$ cat src/rtl/exec_arith_unit.sv
// Adder, execute ALU and branch compare unit with optional registered copies of each result.
// Latency: add_result/alu_result/branch are combinational (0 cycles); *_q outputs are 1 cycle.
// Backpressure: none; cap_en only gates the capture registers, which otherwise hold.
module exec_arith_unit (
  input  logic        clk,
  input  logic        rst_n,
  input  logic [31:0] add_a,
  input  logic [31:0] add_b,
  output logic [31:0] add_result,
  input  logic [31:0] src_a,
  input  logic [31:0] src_b,
  input  logic [4:0]  alu_control,
  output logic [31:0] alu_result,
  input  logic [31:0] rd1,
  input  logic [31:0] rd2,
  input  logic [3:0]  bcu_control,
  output logic        branch,
  input  logic        cap_en,
  output logic [31:0] add_result_q,
  output logic [31:0] alu_result_q,
  output logic        branch_q
);

  localparam logic [4:0] ALU_ADD  = 5'd0;
  localparam logic [4:0] ALU_SUB  = 5'd1;
  localparam logic [4:0] ALU_AND  = 5'd2;
  localparam logic [4:0] ALU_OR   = 5'd3;
  localparam logic [4:0] ALU_XOR  = 5'd4;
  localparam logic [4:0] ALU_NOR  = 5'd5;
  localparam logic [4:0] ALU_SLT  = 5'd6;
  localparam logic [4:0] ALU_SLTU = 5'd7;
  localparam logic [4:0] ALU_SLL  = 5'd8;
  localparam logic [4:0] ALU_SRL  = 5'd9;
  localparam logic [4:0] ALU_SRA  = 5'd10;
  localparam logic [4:0] ALU_PASS = 5'd11;
  localparam logic [4:0] ALU_MUL  = 5'd12;

  localparam logic [3:0] BCU_NEVER  = 4'd0;
  localparam logic [3:0] BCU_BEQ    = 4'd1;
  localparam logic [3:0] BCU_BNE    = 4'd2;
  localparam logic [3:0] BCU_BLEZ   = 4'd3;
  localparam logic [3:0] BCU_BGTZ   = 4'd4;
  localparam logic [3:0] BCU_BLTZ   = 4'd5;
  localparam logic [3:0] BCU_BGEZ   = 4'd6;
  localparam logic [3:0] BCU_ALWAYS = 4'd7;

  logic [31:0] add_result_d;
  logic [31:0] alu_result_d;
  logic        branch_d;
  logic [4:0]  shamt;
  logic        rd1_neg;
  logic        rd1_zero;

  assign shamt    = src_b[4:0];
  assign rd1_neg  = rd1[31];
  assign rd1_zero = (rd1 == 32'd0);

  // Address adder: plain modulo-2^32 sum, carry dropped.
  always_comb begin
    add_result_d = add_a + add_b;
  end

  // Execute ALU; unused opcodes return zero.
  always_comb begin
    alu_result_d = 32'd0;
    case (alu_control)
      ALU_ADD:  alu_result_d = src_a + src_b;
      ALU_SUB:  alu_result_d = src_a - src_b;
      ALU_AND:  alu_result_d = src_a & src_b;
      ALU_OR:   alu_result_d = src_a | src_b;
      ALU_XOR:  alu_result_d = src_a ^ src_b;
      ALU_NOR:  alu_result_d = ~(src_a | src_b);
      ALU_SLT:  alu_result_d = {31'd0, ($signed(src_a) < $signed(src_b))};
      ALU_SLTU: alu_result_d = {31'd0, (src_a < src_b)};
      ALU_SLL:  alu_result_d = src_a << shamt;
      ALU_SRL:  alu_result_d = src_a >> shamt;
      ALU_SRA:  alu_result_d = $signed(src_a) >>> shamt;
      ALU_PASS: alu_result_d = src_b;
      ALU_MUL:  alu_result_d = src_a * src_b;
      default:  alu_result_d = 32'd0;
    endcase
  end

  // Branch condition; zero-compares use rd1 sign bit and a zero detect.
  always_comb begin
    branch_d = 1'b0;
    case (bcu_control)
      BCU_NEVER:  branch_d = 1'b0;
      BCU_BEQ:    branch_d = (rd1 == rd2);
      BCU_BNE:    branch_d = (rd1 != rd2);
      BCU_BLEZ:   branch_d = rd1_neg | rd1_zero;
      BCU_BGTZ:   branch_d = ~rd1_neg & ~rd1_zero;
      BCU_BLTZ:   branch_d = rd1_neg;
      BCU_BGEZ:   branch_d = ~rd1_neg;
      BCU_ALWAYS: branch_d = 1'b1;
      default:    branch_d = 1'b0;
    endcase
  end

  assign add_result = add_result_d;
  assign alu_result = alu_result_d;
  assign branch     = branch_d;

  // Capture registers: cleared asynchronously, loaded only when cap_en is high.
  always_ff @(posedge clk or negedge rst_n) begin
    if (!rst_n) begin
      add_result_q <= 32'd0;
      alu_result_q <= 32'd0;
      branch_q     <= 1'b0;
    end else if (cap_en) begin
      add_result_q <= add_result_d;
      alu_result_q <= alu_result_d;
      branch_q     <= branch_d;
    end
  end

endmodule

$ cat config.mk
export PLATFORM = sky130hd
export DESIGN_NAME = exec_arith_unit
export DESIGN_NICKNAME = d
export VERILOG_FILES = /design/src/rtl/exec_arith_unit.sv
export SDC_FILE = /design/constraint.sdc
export NUM_CORES = 2
export LEC_CHECK = 0
export CORE_UTILIZATION = 50
export CTS_BUF_LIST = sky130_fd_sc_hd__clkbuf_16
export CTS_CLUSTER_SIZE = 10
export DETAILED_ROUTE_END_ITERATION = 7
export PLACE_DENSITY = 0.75
export SLEW_MARGIN = 25
export SYNTH_ARGS = -nofsm -noshare
export SYNTH_HDL_FRONTEND = slang
export SYNTH_SLANG_ARGS = --single-unit
$ cat constraint.sdc
create_clock -name clk -period 30.4 [get_ports clk]
set_input_delay 6.08 -clock clk [delete_from_list [all_inputs] [get_ports clk]]
set_output_delay 6.08 -clock clk [all_outputs]
set_load 0.01 [all_outputs]
==> impl_metrics.sql <==
INSERT INTO impl_metrics (metric_group, metric, value, unit) VALUES
('finish', 'stdcell_area', '32400', 'µm²'),
('synth', 'synth.ff_latch_count', '65', ''),
('setup_path', 'criticalPathCategory', 'in -> out', ''),
('floorplan', 'dieHeight', '239', 'µm'),
('sta', 'timing.setup.tns', '0', 'ps'),
('synth', 'synth-warning-count', '0', ''),
('job', 'maxCapViolCount', '0', ''),
('place', 'number_of_port_buffers', '333', ''),
('clock_network', 'clock_tree.buffer_depth', '2', ''),
('global_routing', 'antenna_found_initial', '6', ''),
('finish', 'area_growth_syn_to_layout', '15.1', '%'),
('place', 'detailed_place.area', '32100', 'µm²'),
('setup_path', 'cp_data_required_time', '24320', 'ps'),
('floorplan', 'placement_rows', '86', ''),
('synth', 'yosys.cell_types.count', '97', ''),
('outcome', 'result_of_the_run', 'finished clean', ''),
('setup_path', 'worst_setup_path_start_kind', 'input port', ''),
('min_path', 'path_category_of_the_worst_min_delay_check', 'reg -> reg', ''),
('place', 'preCtsSetupSlack', '9320', 'ps'),
('clock_network', 'cts_tree', 'built', ''),
('floorplan', 'initial_cell_density_of_the_core', '0.509', ''),
('route', 'postRouteAntennaNets', '0', ''),
('finish', 'fillCellCount', '5090', ''),
('clock_network', 'post_cts_setup_repair_bufs', '0', ''),
('min_path', 'min-delay-start', 'add_result_q[21]', ''),
('global_routing', 'grt_max_degree', '74', ''),
('sta', 'worst_clock_skew', '0', 'ps'),
('floorplan', 'die-width', '239', 'µm'),
('finish', 'layout_common_cells', '517 x nor2_1, 474 x inv_1, 411 x fa_1', ''),
('synth', 'postSynthCellCount', '3435', ''),
('floorplan', 'num_io_pins', '334', ''),
('sta', 'post-route-min-period', '21280', 'ps'),
('finish', 'mostFrequentLayoutCell', 'nor2_1', ''),
('global_routing', 'grt_overflow', '0', ''),
('clock_network', 'cts_num_sinks', '65', ''),
('route', 'drt_iter0_markers', '3118', ''),
('setup_path', 'critical_path.max_fanout', '13', ''),
('sta', 'timing.final.hold_violations', '0', ''),
('global_routing', 'number_of_global_route_vias_before_repair', '28300', ''),
('clock_network', 'skew_pair_late_insertion_delay', '330', 'ps'),
('sta', 'setup_viol_count_final', '0', ''),
('sta', 'timing.max_slew.rel_slack', '0.298', ''),
('clock_network', 'clock_tree.htree_level_count', '3', ''),
('synth', 'async_reset_ff_frac', '1.00', ''),
('clock_network', 'cts_hold_buf', '0', ''),
('synth', 'post_synth_instance_area', '28100', 'µm²'),
('synth', 'synth_area_leader_cell', 'fa_1', ''),
('place', 'placed_cells_incl_taps', '4379', ''),
('finish', 'drive_gt1_frac', '0.0696', ''),
('sta', 'setup_ws', '9120', 'ps'),
('sta', 'report.final.slew_viol_count', '0', ''),
('clock_network', 'cts_resized', '0', ''),
('route', 'routed_wire_length_per_instance', '27.5', 'µm'),
('sta', 'max_clock_freq', '47.0', 'MHz'),
('global_routing', 'grtUsageTotal', '0.424', ''),
('synth', 'net_count_after_synthesis', '4301', ''),
('global_routing', 'global_route_wire_length_before_repair', '178000', 'µm'),
('setup_path', 'critical_path.startpoint', 'src_b[5]', ''),
('place', 'routabilityCongestion', '1.09', ''),
('synth', 'synth.avg_cell_area', '8.19', 'µm²'),
('synth', 'synth.area.top_cells', 'fa_1 29%, ha_1 11%, nor2_1 6.9%', ''),
('route', 'num_vias', '28100', ''),
('clock_network', 'tritoncts.num_buffers', '9', ''),
('synth', 'synth_enable_flop_cells', '0', ''),
('sta', 'setup_repair_after_global_routing_missed_its_margin', 'false', ''),
('finish', 'layout.cells.non_filler', '4401', ''),
('setup_path', 'rr_startpoint', 'alu_result_q[0]', ''),
('floorplan', 'area_inside_the_core_boundary', '55300', 'µm²'),
('finish', 'layout_net_count', '4509', ''),
('setup_path', 'crit_path_end_kind', 'output pin', ''),
('route', 'route.detailed.vias_per_inst', '6.38', ''),
('place', 'place_hpwl', '94000', 'µm'),
('setup_path', 'timing.critical_path.arrival', '15200', 'ps'),
('route', 'number_of_remaining_drc_errors', '0', ''),
('route', 'drt_first_pass_iters', '7', ''),
('route', 'total_length_of_routed_wires', '121000', 'µm'),
('synth', 'synth_flop_cell', 'dfrtp_1', ''),
('synth', 'yosysTopAreaCellShare', '0.292', ''),
('sta', 'layout_worst_path_cycle_share', '0.700', ''),
('floorplan', 'design.die.area', '57200', 'µm²'),
('sta', 'worst_slew_pin_slew', '1050', 'ps'),
('clock_network', 'root_buffer', 'clkbuf_16', ''),
('synth', 'yosysSeqAreaShare', '0.0578', ''),
('clock_network', 'path_clk_slew', '50', 'ps');
cells in the mapped netlist, types with 36 or more instances:
cell type	number
ha_1	251
nor2_1	518
nand2_1	343
a21o_1	42
inv_1	476
mux2_2	67
dfrtp_1	65
nand3_1	36
nor3_1	38
a21oi_1	161
mux4_2	42
o21ai_0	116
xnor2_1	137
clkbuf_1	145
fa_1	411
mux2i_1	46
metal layers:
layer,vias up,global-route usage,part of all wire
li1,11800,-,-
met2,2190,0.630,0.42
met1,13500,0.516,0.35
met5,-,0,0.00066
met4,8,0.316,0.089
met3,627,0.132,0.14
worst max-delay path, cell delays in order:
cell	delay, ps
clkdlybuf4s50_1	770
inv_1	600
buf_4	320
nor2_1	90
fa_1	600
fa_1	450
fa_1	520
inv_1	50
fa_1	480
inv_1	60
fa_1	500
inv_1	50
fa_1	530
inv_1	50
fa_1	490
fa_1	420
ha_1	360
a21oi_1	170
o21a_1	170
o21ai_0	150
a221oi_1	280
a21bo_2	330
mux2i_1	140
a2111oi_0	320
o311ai_0	230
a21oi_1	360
nand2_1	90
clkdlybuf4s50_1	510
metrics by stage:
stage	utilization	hold slack [ps]
final	0.586	502
after global routing	0.585	514
after CTS	0.585	506
after detailed placement	0.580	494
after global placement	0.580	487
after floorplan	-	537
state kept, by name, summed over array words and instances (netlist names):
register,count
alu_result_q,32
add_result_q,32
branch_q,1
logic make-up after synthesis:
group	after synthesis	share of synthesized area
muxes	160	0.0806
DFF	65	0.0578
buffers and inverters	702	0.0970
AOI/OAI and AO/OA	628	0.153
adders and majority gates	662	0.404
and+or+nand+nor	1056	0.157
xor gates and xnor gates	162	0.0504
worst paths after layout:
kind                               endpoint  slack [ps]  cells after the start
setup reg to reg            alu_result_q[0]       29630                      1
max in group asynchronous          branch_q       23900                      2
hold reg to reg            add_result_q[21]         500                      1
setup / recovery             alu_result[29]        9120                     28
hold / removal             add_result_q[21]         500                      1
min in group asynchronous   add_result_q[0]        5910                      2
area by class of cell:
cell class | instances | area, µm² | area share
flip-flops and latches | 65 | 1630 | 0.0502
well taps | 748 | 936 | 0.0289
clock inverters | 7 | 70.1 | 0.00216
inverters | 492 | 1850 | 0.0570
repair buffers | 407 | 3860 | 0.119
clock buffers | 9 | 225 | 0.00695
multi-input cells | 2668 | 23800 | 0.735
diodes | 5 | 12.5 | 0.000386
Power is left out: the tool's default activity adds up to more than one toggle a clock period on the data nets, which glitch-free logic cannot reach.
